$ cat src/rtl/fft_seq_pkg.sv
// Shared types for the FFT frame sequencer: FSM state encoding and frame counter width.
package fft_seq_pkg;
  typedef enum logic [1:0] {FILL, SETTLE, CAPTURE, DRAIN} seq_state_t;
  localparam int FRAME_CNT_W = 16;
endpackage

$ cat src/rtl/fft_frame_sequencer_if.sv
// Sample-in / bin-out stream handshakes of the FFT frame sequencer.
interface fft_frame_sequencer_if #(parameter int sample_size = 32);
  logic [sample_size-1:0] s_data;
  logic                   s_valid;
  logic                   s_ready;
  logic [sample_size-1:0] m_data;
  logic                   m_valid;
  logic                   m_ready;
  logic                   m_last;

  // master: sample source + bin consumer; slave: the sequencer
  modport master (output s_data, s_valid, m_ready, input s_ready, m_data, m_valid, m_last);
  modport slave  (input s_data, s_valid, m_ready, output s_ready, m_data, m_valid, m_last);
endinterface

$ cat src/rtl/frame_slot_counter.sv
// Modulo-n slot index with enable and clear; wrap flags the enabled step off slot n-1.
module frame_slot_counter #(
  parameter  int n = 8,
  localparam int w = $clog2(n)
) (
  input  logic         clk,
  input  logic         rst,
  input  logic         en,
  input  logic         clr,
  output logic [w-1:0] idx,
  output logic         wrap
);
  always_ff @(posedge clk or posedge rst) begin
    if (rst)      idx <= '0;
    else if (clr) idx <= '0;
    else if (en)  idx <= idx + 1'b1;   // n is a power of two, so this wraps to 0
  end

  assign wrap = en && (idx == w'(n - 1));
endmodule

$ cat src/rtl/fft_frame_sequencer.sv
// Frames a sample stream into the combinational FFT, waits settle_cycles, then streams bins out.
// Optional: define FFT_SEQ_FRAME_CNT_EN to add a 16-bit completed-frame counter port.
module fft_frame_sequencer
  import fft_seq_pkg::*;
#(
  parameter int sample_size   = 32,
  parameter int buffer_size   = 8,
  parameter int settle_cycles = 4
) (
  input  logic                               clk,
  input  logic                               rst,
  fft_frame_sequencer_if.slave               bus,
  output logic [sample_size*buffer_size-1:0] fft_in_bus,
  input  logic [sample_size*buffer_size-1:0] fft_out_bus,
  output logic                               busy
`ifdef FFT_SEQ_FRAME_CNT_EN
  ,
  output logic [FRAME_CNT_W-1:0]             frame_cnt
`endif
);
  localparam int IW = $clog2(buffer_size);
  localparam int SW = $clog2(settle_cycles + 1);
  localparam logic [SW-1:0] SETTLE_LAST = SW'(settle_cycles - 1);
  localparam logic [IW-1:0] SLOT_LAST   = IW'(buffer_size - 1);

  seq_state_t state, state_nxt;
  logic [buffer_size-1:0][sample_size-1:0] in_frame, out_frame;
  logic [SW-1:0] settle_cnt;
  logic [IW-1:0] wr_idx, rd_idx;
  logic          wr_en, wr_wrap, rd_en, rd_clr, rd_wrap;

  assign wr_en  = (state == FILL) && bus.s_valid;
  assign rd_en  = (state == DRAIN) && bus.m_ready;
  assign rd_clr = (state == CAPTURE);

  frame_slot_counter #(.n(buffer_size)) u_wr_cnt (
    .clk(clk), .rst(rst), .en(wr_en), .clr(1'b0), .idx(wr_idx), .wrap(wr_wrap)
  );

  frame_slot_counter #(.n(buffer_size)) u_rd_cnt (
    .clk(clk), .rst(rst), .en(rd_en), .clr(rd_clr), .idx(rd_idx), .wrap(rd_wrap)
  );

  always_ff @(posedge clk or posedge rst) begin
    if (rst) state <= FILL;
    else     state <= state_nxt;
  end

  always_comb begin
    state_nxt = state;
    unique case (state)
      FILL:    if (wr_wrap) state_nxt = SETTLE;
      SETTLE:  if (settle_cnt == SETTLE_LAST) state_nxt = CAPTURE;
      CAPTURE: state_nxt = DRAIN;
      DRAIN:   if (rd_wrap) state_nxt = FILL;
      default: state_nxt = FILL;
    endcase
  end

  // Input frame only changes in FILL, so the FFT sees a frozen bus across SETTLE/CAPTURE.
  always_ff @(posedge clk or posedge rst) begin
    if (rst) begin
      in_frame   <= '0;
      out_frame  <= '0;
      settle_cnt <= '0;
    end else begin
      if (wr_en)             in_frame[wr_idx] <= bus.s_data;
      if (state == CAPTURE)  out_frame <= fft_out_bus;
      if (state == SETTLE)   settle_cnt <= settle_cnt + 1'b1;
      else                   settle_cnt <= '0;
    end
  end

  assign fft_in_bus  = in_frame;
  assign bus.s_ready = (state == FILL);
  assign bus.m_valid = (state == DRAIN);
  assign bus.m_data  = out_frame[rd_idx];
  assign bus.m_last  = (state == DRAIN) && (rd_idx == SLOT_LAST);
  assign busy        = (state != FILL);

`ifdef FFT_SEQ_FRAME_CNT_EN
  always_ff @(posedge clk or posedge rst) begin
    if (rst)          frame_cnt <= '0;
    else if (rd_wrap) frame_cnt <= frame_cnt + 1'b1;
  end
`endif
endmodule
$ cat src/flat_wrapper.sv
// flat-port wrapper written by rule: the top's interface ports become plain ports
module fft_frame_sequencer_flat import fft_seq_pkg::*;
#(
  parameter int sample_size   = 32,
  parameter int buffer_size   = 8,
  parameter int settle_cycles = 4
)
  (clk, rst, fft_in_bus, fft_out_bus, busy, bus_s_data, bus_s_valid, bus_m_ready, bus_s_ready, bus_m_data, bus_m_valid, bus_m_last);
  fft_frame_sequencer_if #(.sample_size(sample_size)) bus_i ();
  input  logic clk;
  input  logic rst;
  output logic [sample_size*buffer_size-1:0] fft_in_bus;
  input  logic [sample_size*buffer_size-1:0] fft_out_bus;
  output logic busy;
  input wire logic [$bits(bus_i.s_data)-1:0] bus_s_data;
  input wire logic [$bits(bus_i.s_valid)-1:0] bus_s_valid;
  input wire logic [$bits(bus_i.m_ready)-1:0] bus_m_ready;
  output wire logic [$bits(bus_i.s_ready)-1:0] bus_s_ready;
  output wire logic [$bits(bus_i.m_data)-1:0] bus_m_data;
  output wire logic [$bits(bus_i.m_valid)-1:0] bus_m_valid;
  output wire logic [$bits(bus_i.m_last)-1:0] bus_m_last;
  assign bus_i.s_data = bus_s_data;
  assign bus_i.s_valid = bus_s_valid;
  assign bus_i.m_ready = bus_m_ready;
  assign bus_s_ready = bus_i.s_ready;
  assign bus_m_data = bus_i.m_data;
  assign bus_m_valid = bus_i.m_valid;
  assign bus_m_last = bus_i.m_last;
  fft_frame_sequencer #(.sample_size(sample_size), .buffer_size(buffer_size), .settle_cycles(settle_cycles)) u_core (.clk(clk), .rst(rst), .bus(bus_i), .fft_in_bus(fft_in_bus), .fft_out_bus(fft_out_bus), .busy(busy));
endmodule
$ cat config.mk
export PLATFORM = sky130hd
export DESIGN_NAME = fft_frame_sequencer_flat
export DESIGN_NICKNAME = d
export VERILOG_FILES = /design/src/rtl/fft_seq_pkg.sv /design/src/rtl/fft_frame_sequencer_if.sv /design/src/rtl/frame_slot_counter.sv /design/src/rtl/fft_frame_sequencer.sv /design/src/flat_wrapper.sv
export SDC_FILE = /design/constraint.sdc
export NUM_CORES = 1
export LEC_CHECK = 0
export BUFFER_PORTS_ARGS = -buffer_cell sky130_fd_sc_hd__buf_4
export CORE_AREA = 2 2 228 230
export CTS_CLUSTER_SIZE = 14
export DETAILED_ROUTE_END_ITERATION = 10
export DIE_AREA = 0 0 230 232
export PLACE_DENSITY = 0.72
export SKIP_CTS_REPAIR_TIMING = 1
export SLEW_MARGIN = 10
export SYNTH_ARGS = -nofsm -noshare
export SYNTH_HDL_FRONTEND = slang
export SYNTH_SLANG_ARGS = --single-unit
$ cat constraint.sdc
create_clock -name clk -period 14.85 [get_ports clk]
set_input_delay 1.485 -clock clk [delete_from_list [all_inputs] [get_ports clk]]
set_output_delay 1.485 -clock clk [all_outputs]
set_load 0.01 [all_outputs]
After elaboration in Yosys (flattened, before gate mapping) --
Index checks and enable logic that the tools add are counted.
Storage, ports and cells: register bits after elaboration 523, bits in latches 0, RAM bits 0, memory bits (read-only) 0, input bits 292, output and inout port bits 292, word-level logic and storage cells 57, memories 0
Cells by class: add/sub/neg operators 3, $mul 0, divide/modulo/power cells 0, order comparisons 3, equal/unequal tests 9, shift operators 0, multiplexer cells 12, bitwise operators 0, reduce and logical (&&, ||, !) cells 10
Operators with widths (count):
- bitwise mux 256 bit | 1
- binary-select mux 32 bit (select 3 bit) | 1
- demux 32 bit (select 3 bit) | 1
- 2-to-1 mux 32 bit | 2
- adder 3 x 1 -> 3 bit (second input constant) | 3
- 2-to-1 mux 3 bit | 3
- less-than comparator 3 x 4 -> 1 bit (second input constant) | 2
- case mux 2 bit (4 select lines) | 1
- equality test 3 bit (second input constant) | 2
- logical AND 1 bit | 6
- 2-to-1 mux 2 bit | 3
- inequality test 2 x 1 -> 1 bit (second input constant) | 3
- equality test 2 bit (second input constant) | 2
- nonzero test 2 bit | 2
- equality test 3 x 2 -> 1 bit (second input constant) | 1
- >= comparator 3 x 1 -> 1 bit (second input constant) | 1
- AND reduction 3 bit | 1
- equality test 2 x 1 -> 1 bit (second input constant) | 1
- zero test 2 bit | 1

Depth between registers and ports, before layout --
Gate-level depths: netlist of run 1.
depth after elaboration 5, gate-level depth with buffers 7

Modules after synthesis --
From an unflattened synthesis of run 1, not the netlist that was laid out.
Unflattened totals: cell total of the unflattened synthesis 1262, area total of the unflattened synthesis 21515.6 um^2
Modules (own cells, without submodules):
- fft_frame_sequencer | times used 1, cells an instance 1236, area each 21212.8 um^2
- frame_slot_counter | times used 2, cells an instance 13, area each 151.4 um^2

Worst setup path after synthesis of run 1 --
No wires, ideal clock.
path type reg-to-output, start point register u_core.u_rd_cnt.idx[1], end point output port bus_m_data[0], arrival 1.693 ns, data required time 13.365 ns, setup slack 11.672 ns, stages on the path, launching flop included 5, cell sequence dfrtp_1 -> buf_2 -> buf_2 -> mux4_2 -> mux2_2
On the way: longest elaborated chain between the ends 2
RTL lines:
- start: declaration | RTL line frame_slot_counter.sv:10 | output logic [w-1:0] idx,
- start signal: assignment | RTL line frame_slot_counter.sv:16 | else if (en) idx <= idx + 1'b1;
- binary-select mux 32 bit (select 3 bit) | RTL line fft_frame_sequencer.sv:77 | assign bus.m_data = out_frame[rd_idx];
- 2-to-1 mux 32 bit (implied by the code) | RTL line fft_frame_sequencer.sv:77
- end: declaration | RTL line flat_wrapper.sv:19 | output wire logic [$bits(bus_i.m_data)-1:0] bus_m_data;
Every way passes these cells. The select of a mux whose other input is x is not followed.

Worst setup path after layout of run 1 --
start point register u_core.u_rd_cnt.idx[1], end point output port bus_m_data[5]
The elaborated chain is that of the path after synthesis.

==> flow_summary.toml, run 1 <==
[routing]
drc = 0
antenna_left = 0
vias_per_cell = 5.13
routedWlPerCell_um = 23.6
drt_iter0_markers = 741
vias = 13100
drtPass1Iterations = 5
totalWireLength_um = 60400

[place]
io_buffer_count = 583
hpwl_um = 42800
gp_congestion = 0.865

[worst_setup_path]
crit_type = "reg -> out"
cpLargestDelayFamily = "buffers and inverters"
start_kind = "register"
rr_worst_depth = 6
critPathMostFrequentCell = "buf_4"
r2r_start = "u_core.u_rd_cnt.idx[1]"
r2r-end = "u_core.state[1]"
arrival_ns = 3.20
critPathBufInv = 2
crit_chain = "buf_4, mux4_2, mux2_2, buf_4"
worstPathRequired_ns = 13.36
critPathMaxStageDelay_ns = 0.78
path_max_fanout = 41
cp.depth = 4
critPathCaptureType = "output port"
slowest_stage = "dfrtp_4"
ff2ff_setup_slack_ns = 11.81

[logic_synthesis]
ys_warn_count = 0
syn_area_um2 = 21400
synth_seq_cells = 523
seq_area_frac_synth_pct = 61.1
postSynthAreaPerCell_um2 = 17.0
async_flop_share_pct = 100
synth_cell_types = 25
synth_edf_count = 0
synth_nets = 1560
synthCells = 1257
synth_flop_cell = "dfrtp_1"

[power_and_ir_drop]
comb_power_share_pct = 39.3
switching_power_mw = 2.01
clockPowerShare_pct = 21.3
power.density_nw_per_um2 = 227
p_leak_nw = 13.2
sw_frac_of_total_pct = 31.2
vdd.ir_drop.worst_mv = 0.138
p_seq_share_pct = 39.4
p_int_mw = 4.42
power.total_mw = 6.42

[cells_and_area]
mostFrequentLayoutCell = "buf_4"
drive_gt1_share_pct = 69.4
final_cell_mix = "593 x buf_4, 542 x mux2_2, 520 x dfrtp_1"
area.growth.synth_to_final_pct = 32.3
postLayoutCoreUtil_pct = 55.7
num-nets-final = 2141

[clock_tree]
clk_latency_ns = 0.60
cts_buffer_depth = 3
clk_pin_slew_ns = 0.06
cts-htree-levels = 2
cts_root_buf = "clkbuf_16"
cts_buffers = 55
cts_tree = "yes"
clock_sinks = 523

[die]
std_cell_rows = 83
die_area_um2 = 53400
die_y_um = 232
dieWidth_um = 230
io_pins = 584
coreArea_um2 = 50900
start_util_pct = 42.1

[timing]
relSlewSlack_pct = 24.6
report.final.hold_viol_count = 0
setup_viol = 0
clock_skew_ns = 0.0300
whs_ns = 0.441
rsz0062_at_grt = "no"
finalMaxSlewViolations = 0
finalWorstPathRequiredPeriod_ns = 4.68
fmax_mhz = 214
tns_ns = 0
worst_slew_pin_slew_ns = 1.13
finalCritPeriodShare_pct = 31.5

[global_routing]
grt_pass1_wl_um = 90800
grt_usage_pct = 22.4
grt_max_degree = 189
antenna_found_initial = 5
grt_overflow_total = 0
grt_pass1_vias = 14500

[hold_path]
hold_path.class = "reg -> reg"
holdPathStages = 1
hold_start = "u_core.settle_cnt[0]"
hold_path_end = "u_core.settle_cnt[0]"

[outcome]
outcome = "complete, no violations"

[job]
cap_violations = 0
metal layers:
layer  up-vias  share of wire [%]  track usage [%]
met2       443                 49             36.6
met1      6845                 39             28.0
met4         4                2.9             7.10
met3        99                9.1             7.88
li1       5748                  -                -
met5         -              0.045                0
through the flow:
stage	cell area (µm²)	worst slack, ns	instances
floorplan	21400	6.26	1257
global placement	26500	10.73	2460
detailed placement	26500	10.69	2460
CTS	28300	10.03	2558
global route	28300	9.92	2561
finish	28300	10.17	2563
worst reg2reg max path: cells and delay by family (launching register included):
kind	cells	cell delay, ns
DFF	1	0.78
buffers and inverters	1	0.74
adders and majority gates	2	0.48
AOI/OAI and AO/OA	1	0.44
muxes	1	0.39
and+or+nand+nor	1	0.10
cell type report:
| class | instances | area (µm²) |
|---|---|---|
| repair buffers | 597 | 4540 |
| clock inverters | 15 | 186 |
| clock buffers | 83 | 1630 |
| flip-flops and latches | 523 | 13100 |
| diodes | 4 | 10.0 |
| inverters | 6 | 26.3 |
| well taps | 680 | 851 |
| multi-input cells | 655 | 7990 |
| fillers | 4073 | 22600 |
worst max-delay path by stage:
stage                      startpoint              endpoint  slack, ns
6_report       u_core.u_rd_cnt.idx[1]         bus_m_data[5]      10.17
5_1_grt        u_core.u_rd_cnt.idx[1]         bus_m_data[5]       9.92
4_1_cts        u_core.u_rd_cnt.idx[1]         bus_m_data[5]      10.03
3_5_place_dp   u_core.u_rd_cnt.idx[1]        bus_m_data[25]      10.69
3_3_place_gp   u_core.u_rd_cnt.idx[1]         bus_m_data[5]      10.73
2_1_floorplan                     rst  u_core.fft_in_bus[0]       6.26
synth_stat cells (2+ instances only):
master    instances  area [µm²]
inv_1             6        22.5
clkbuf_1         20        75.1
nor2_1            8        30.0
nor2b_1           2        12.5
nand3_1           3        15.0
mux2_4            3        45.0
a21oi_1           2        10.0
mux4_2           64        1440
buf_2            45         225
mux2_2          542        6100
clkbuf_2          2        10.0
ha_1             11         138
dfrtp_1         523       13100
nand2_1           7        26.3
nand2b_1          2        12.5
or3_1             2        12.5
buf_6             5        56.3
and2_1            2        12.5
mux2_1            2        22.5
state kept, by name, summed over array words and instances, names as in the netlist:
register and count:
u_core.u_wr_cnt.idx 3, u_core.fft_in_bus 256, u_core.settle_cnt 3, u_core.u_rd_cnt.idx 3
u_core.out_frame 256, u_core.state 2
power groups by stage:
stage | Combinational, mW | Sequential (mW) | Clock [mW]
2_1_floorplan | 1.43 | 2.53 | 0
3_3_place_gp | 2.49 | 2.51 | 0
3_5_place_dp | 2.54 | 2.54 | 0
4_1_cts | 2.55 | 2.53 | 1.40
5_1_grt | 2.68 | 2.61 | 1.46
6_report | 2.52 | 2.53 | 1.37
cells by family after synthesis:
family,after synthesis,synth area share (%)
AND/OR/NAND/NOR,27,0.602
flip-flops,523,61.1
multiplexers,612,35.6
XOR/XNOR,2,0.0818
buffers and inverters,79,1.88
adder cells (fa/ha/maj),11,0.643
AO/OA/AOI/OAI,3,0.0935
(Power assumes the default switching activity.)
==> run 2, diff against run 1 <==
==> constraint.sdc (replaced) <==
create_clock -name clk -period 4 [get_ports clk]
set_input_delay 0.4 -clock clk [delete_from_list [all_inputs] [get_ports clk]]
set_output_delay 0.4 -clock clk [all_outputs]
set_load 0.01 [all_outputs]
==> flow_summary.toml, run 2 (same netlist as run 1, synthesis figures left out) <==
[timing]
setup_viol = 0
relSlewSlack_pct = 26.3
worst_slew_pin_slew_ns = 1.10
rsz0062_at_grt = "no"
finalCritPeriodShare_pct = 77.8
finalWorstPathRequiredPeriod_ns = 3.11
fin_ws_ns = 0.886
clock_skew_ns = 0.0138
report.final.hold_viol_count = 0
fmax_mhz = 321
finalMaxSlewViolations = 0

[global_routing]
grt_overflow_total = 0
grt_usage_pct = 22.8
grt_pass1_wl_um = 92100
antenna_found_initial = 5
grt_pass1_vias = 14700
grt_max_degree = 110

[outcome]
outcome = "complete, no violations"

[power_and_ir_drop]
power.density_nw_per_um2 = 844
vdd.ir_drop.worst_mv = 0.525
p_leak_nw = 13.3

[worst_setup_path]
start_kind = "register"
crit_chain = "buf_4, mux4_2, mux2_2, buf_4"
critPathMaxStageDelay_ns = 0.65
path_max_fanout = 17
worstPathRequired_ns = 3.60
slowest_stage = "dfrtp_4"
arrival_ns = 2.71
critPathMostFrequentCell = "buf_4"
r2r_start = "u_core.state[0]"
critPathCaptureType = "output port"
startpoint = "u_core.u_rd_cnt.idx[1]"
rr_worst_depth = 5
crit_type = "reg -> out"

[cells_and_area]
fin_area_um2 = 28500
num-nets-final = 2156
mostFrequentLayoutCell = "buf_4"
seq_area_um2 = 13100
area.growth.synth_to_final_pct = 33.2
drive_gt1_share_pct = 69.6
fill_cells = 4154
postLayoutCoreUtil_pct = 56.1
multi_input_area_um2 = 7990
final_cell_mix = "600 x buf_4, 542 x mux2_2, 520 x dfrtp_1"

[clock_tree]
clk_latency_ns = 0.59
clock_sinks = 523
clk_pin_slew_ns = 0.06
cts_root_buf = "clkbuf_16"
cts_buffer_depth = 3
cts_buffers = 55
cts_tree = "yes"
cts-htree-levels = 2

[place]
place_area_um2 = 26600
dp_worst_setup_slack_ns = 1.29
hpwl_um = 44200
gp_congestion = 0.847
io_buffer_count = 583

[die]
coreArea_um2 = 50900
start_util_pct = 42.1
io_pins = 584
die_y_um = 232
std_cell_rows = 83
die_area_um2 = 53400
dieWidth_um = 230

[hold_path]
hold_start = "fft_out_bus[128]"
hold_path.class = "in -> reg"
holdPathStages = 2

[job]
cap_violations = 0

[routing]
vias = 13300
totalWireLength_um = 61100
drtPass1Iterations = 6
antenna_left = 0
drt_iter0_markers = 542
drc = 0
routedWlPerCell_um = 23.7
vias_per_cell = 5.15
run 2: cell count changes in the layout (fill, tap and decap cells not counted), sizes merged:
cell and change:
clkinvlp +2, bufinv +2, buf +11, dlygate4sd3 +4, clkinv +2, inv -1, diode -2, clkbuf -4
run 2: worst paths after layout:
| path | slack, ns | endpoint |
|---|---|---|
| max in group asynchronous | 2.41 | u_core.out_frame[218] |
| min in group asynchronous | 0.51 | u_core.out_frame[189] |
| min reg2reg | 0.44 | u_core.settle_cnt[0] |
| max | 0.89 | bus_m_data[10] |
| max reg2reg | 1.33 | u_core.fft_in_bus[19] |
| min | 0.04 | u_core.out_frame[128] |
run 2: metrics by stage:
step / TNS [ns] / power, mW / hold WS, ns / cells
final: 0 / 24.1 / 0.0367 / 2577
after global routing: 0 / 25.4 / 0.000528 / 2576
after CTS: 0 / 24.3 / -0.0554 / 2571
after detailed placement: 0 / 19.0 / 0.434 / 2472
after global placement: 0 / 18.6 / 0.422 / 2472
after floorplan: -1833.74 / 14.7 / 0.409 / 1257
run 2: layout make-up:
class | count | area share, %
well taps | 680 | 2.98
repair buffers | 612 | 16.5
diodes | 2 | 0.0175
clock buffers | 79 | 5.71
flip-flops and latches | 523 | 45.9
clock inverters | 20 | 0.794
multi-input cells | 655 | 28.0
inverters | 6 | 0.0921
run 2: power breakdown:
part | internal, mW | leakage (nW) | switching (mW)
logic | 5.69 | 5.91 | 3.90
registers | 7.82 | 6.48 | 1.43
clock network | 3.08 | 0.914 | 2.14
total | 16.6 | 13.3 | 7.47
run 2: worst max-delay path: cells and delay by family (launching register included):
| family | cells | cell delay, ns |
|---|---|---|
| buffers and inverters | 2 | 0.53 |
| multiplexers | 2 | 0.93 |
| flip-flops | 1 | 0.65 |
run 2: routing by layer:
metal / wire length [µm] / vias up / part of all wire [%] / track usage, %
li1: - / 5768 / - / -
met1: 24000 / 6919 / 39 / 28.2
met2: 29600 / 464 / 48 / 37.2
met3: 5520 / 114 / 9.0 / 8.09
met4: 1990 / 6 / 3.2 / 7.70
met5: 34 / - / 0.056 / 0
==> run 3, diff against run 2 <==
==> constraint.sdc (replaced) <==
create_clock -name clk -period 2.7 [get_ports clk]
set_input_delay 0.27 -clock clk [delete_from_list [all_inputs] [get_ports clk]]
set_output_delay 0.27 -clock clk [all_outputs]
set_load 0.01 [all_outputs]
==> flow_summary.toml, run 3 (same netlist as run 1, synthesis figures left out) <==
[worst_setup_path]
critPathCaptureType = "output port"
crit_type = "reg -> out"
worstPathRequired_ns = 2.43
arrival_ns = 2.40
start_kind = "register"
path_max_fanout = 7

[cells_and_area]
area.growth.synth_to_final_pct = 48.1
mostFrequentLayoutCell = "buf_4"
postLayoutCoreUtil_pct = 62.3
num-nets-final = 2463
seq_area_um2 = 13100
final_cell_mix = "609 x buf_4, 542 x mux2_2, 520 x dfrtp_1"
layoutNonFillerInstCount = 2891
fin_area_um2 = 31700
fill_cells = 3644
drive_gt1_share_pct = 61.0
multi_input_area_um2 = 7990

[timing]
worst_slew_pin_slew_ns = 0.908
clock_skew_ns = 0.0349
setup_viol = 0
report.final.hold_viol_count = 0
finalCritPeriodShare_pct = 98.9
relSlewSlack_pct = 39.4
fin_ws_ns = 0.0297
fmax_mhz = 374
rsz0062_at_grt = "yes"
finalMaxSlewViolations = 0
whs_ns = 0.0228
finalWorstPathRequiredPeriod_ns = 2.67

[routing]
drtPass1Iterations = 5
totalWireLength_um = 68900
antenna_left = 0
drt_iter0_markers = 714
vias = 14800
routedWlPerCell_um = 23.8
drc = 0
vias_per_cell = 5.13

[die]
std_cell_rows = 83
dieWidth_um = 230
coreArea_um2 = 50900
start_util_pct = 42.1
die_y_um = 232
io_pins = 584
die_area_um2 = 53400

[outcome]
outcome = "complete, no violations"

[global_routing]
antenna_found_initial = 6
grt_overflow_total = 0
grt_usage_pct = 23.0
grt_pass1_vias = 14900
grt_max_degree = 162
grt_pass1_wl_um = 92900

[power_and_ir_drop]
vdd.ir_drop.worst_mv = 0.891
power.density_nw_per_um2 = 1160
p_leak_nw = 14.7

[clock_tree]
cts_buffer_depth = 3
cts_root_buf = "clkbuf_16"
cts_tree = "yes"
cts-htree-levels = 2
clk_latency_ns = 0.61
cts_buffers = 55
clock_sinks = 523
clk_pin_slew_ns = 0.06

[place]
place_area_um2 = 26800
dp_worst_setup_slack_ns = 0.401
hpwl_um = 44400
dp.cells = 2485
gp_congestion = 0.827
io_buffer_count = 583

[hold_path]
hold_path.class = "in -> reg"

[job]
cap_violations = 0
run 3: changes by cell type in the layout (fill, tap and decap cells not counted), sizes merged, moves of 3 or more:
cell,previous run,this run
buf,608,629
dlygate4sd3,4,288
inv,6,9
clkinv,12,16
run 3: through the flow:
step                power (mW)  setup TNS, ns
floorplan                 21.8       -2445.65
global placement          27.7              0
detailed placement        28.2              0
CTS                       36.1          -2.54
global route              38.7         -0.107
finish                    36.8              0
run 3: worst max-delay path, stage by stage, from the launching register on:
cell     delay (ns)
dfrtp_4        0.47
buf_8          0.15
buf_16         0.15
mux4_2         0.54
mux2_2         0.33
buf_4          0.16
run 3: final timing paths:
kind | from | slack [ns] | cells past startpoint | end
min in group asynchronous | rst | 0.18 | 3 | u_core.out_frame[189]
worst min register to register | u_core.settle_cnt[0] | 0.45 | 1 | u_core.settle_cnt[0]
worst min-delay path | bus_s_data[3] | 0.02 | 2 | u_core.fft_in_bus[99]
worst max register to register | u_core.state[0] | 0.38 | 6 | u_core.fft_in_bus[145]
max in group asynchronous | rst | 1.36 | 4 | u_core.out_frame[177]
worst max-delay path | u_core.u_rd_cnt.idx[1] | 0.03 | 5 | bus_m_data[12]
run 3: cell type report:
type	count	area share [%]
inverter	6	0.0828
timing repair buffer	919	24.9
sequential	523	41.3
clock inverter	25	0.844
antenna	4	0.0316
multi-input combinational	655	25.2
tap	680	2.68
clock buffer	79	5.03
run 3: power by group:
group          total, mW  switching (mW)  internal, mW
Sequential          13.8            2.22          11.6
Combinational       15.3            6.32          8.96
Clock               7.75            3.24          4.51
Total               36.8            11.8          25.1
run 3: metal layers:
metal / track usage, % / up-vias / share of wire, %
met3: 8.71 / 151 / 7.8
li1: - / 6407 / -
met2: 38.3 / 547 / 51
met1: 27.4 / 7730 / 38
met5: 0 / - / 0.039
met4: 8.17 / 4 / 3.1
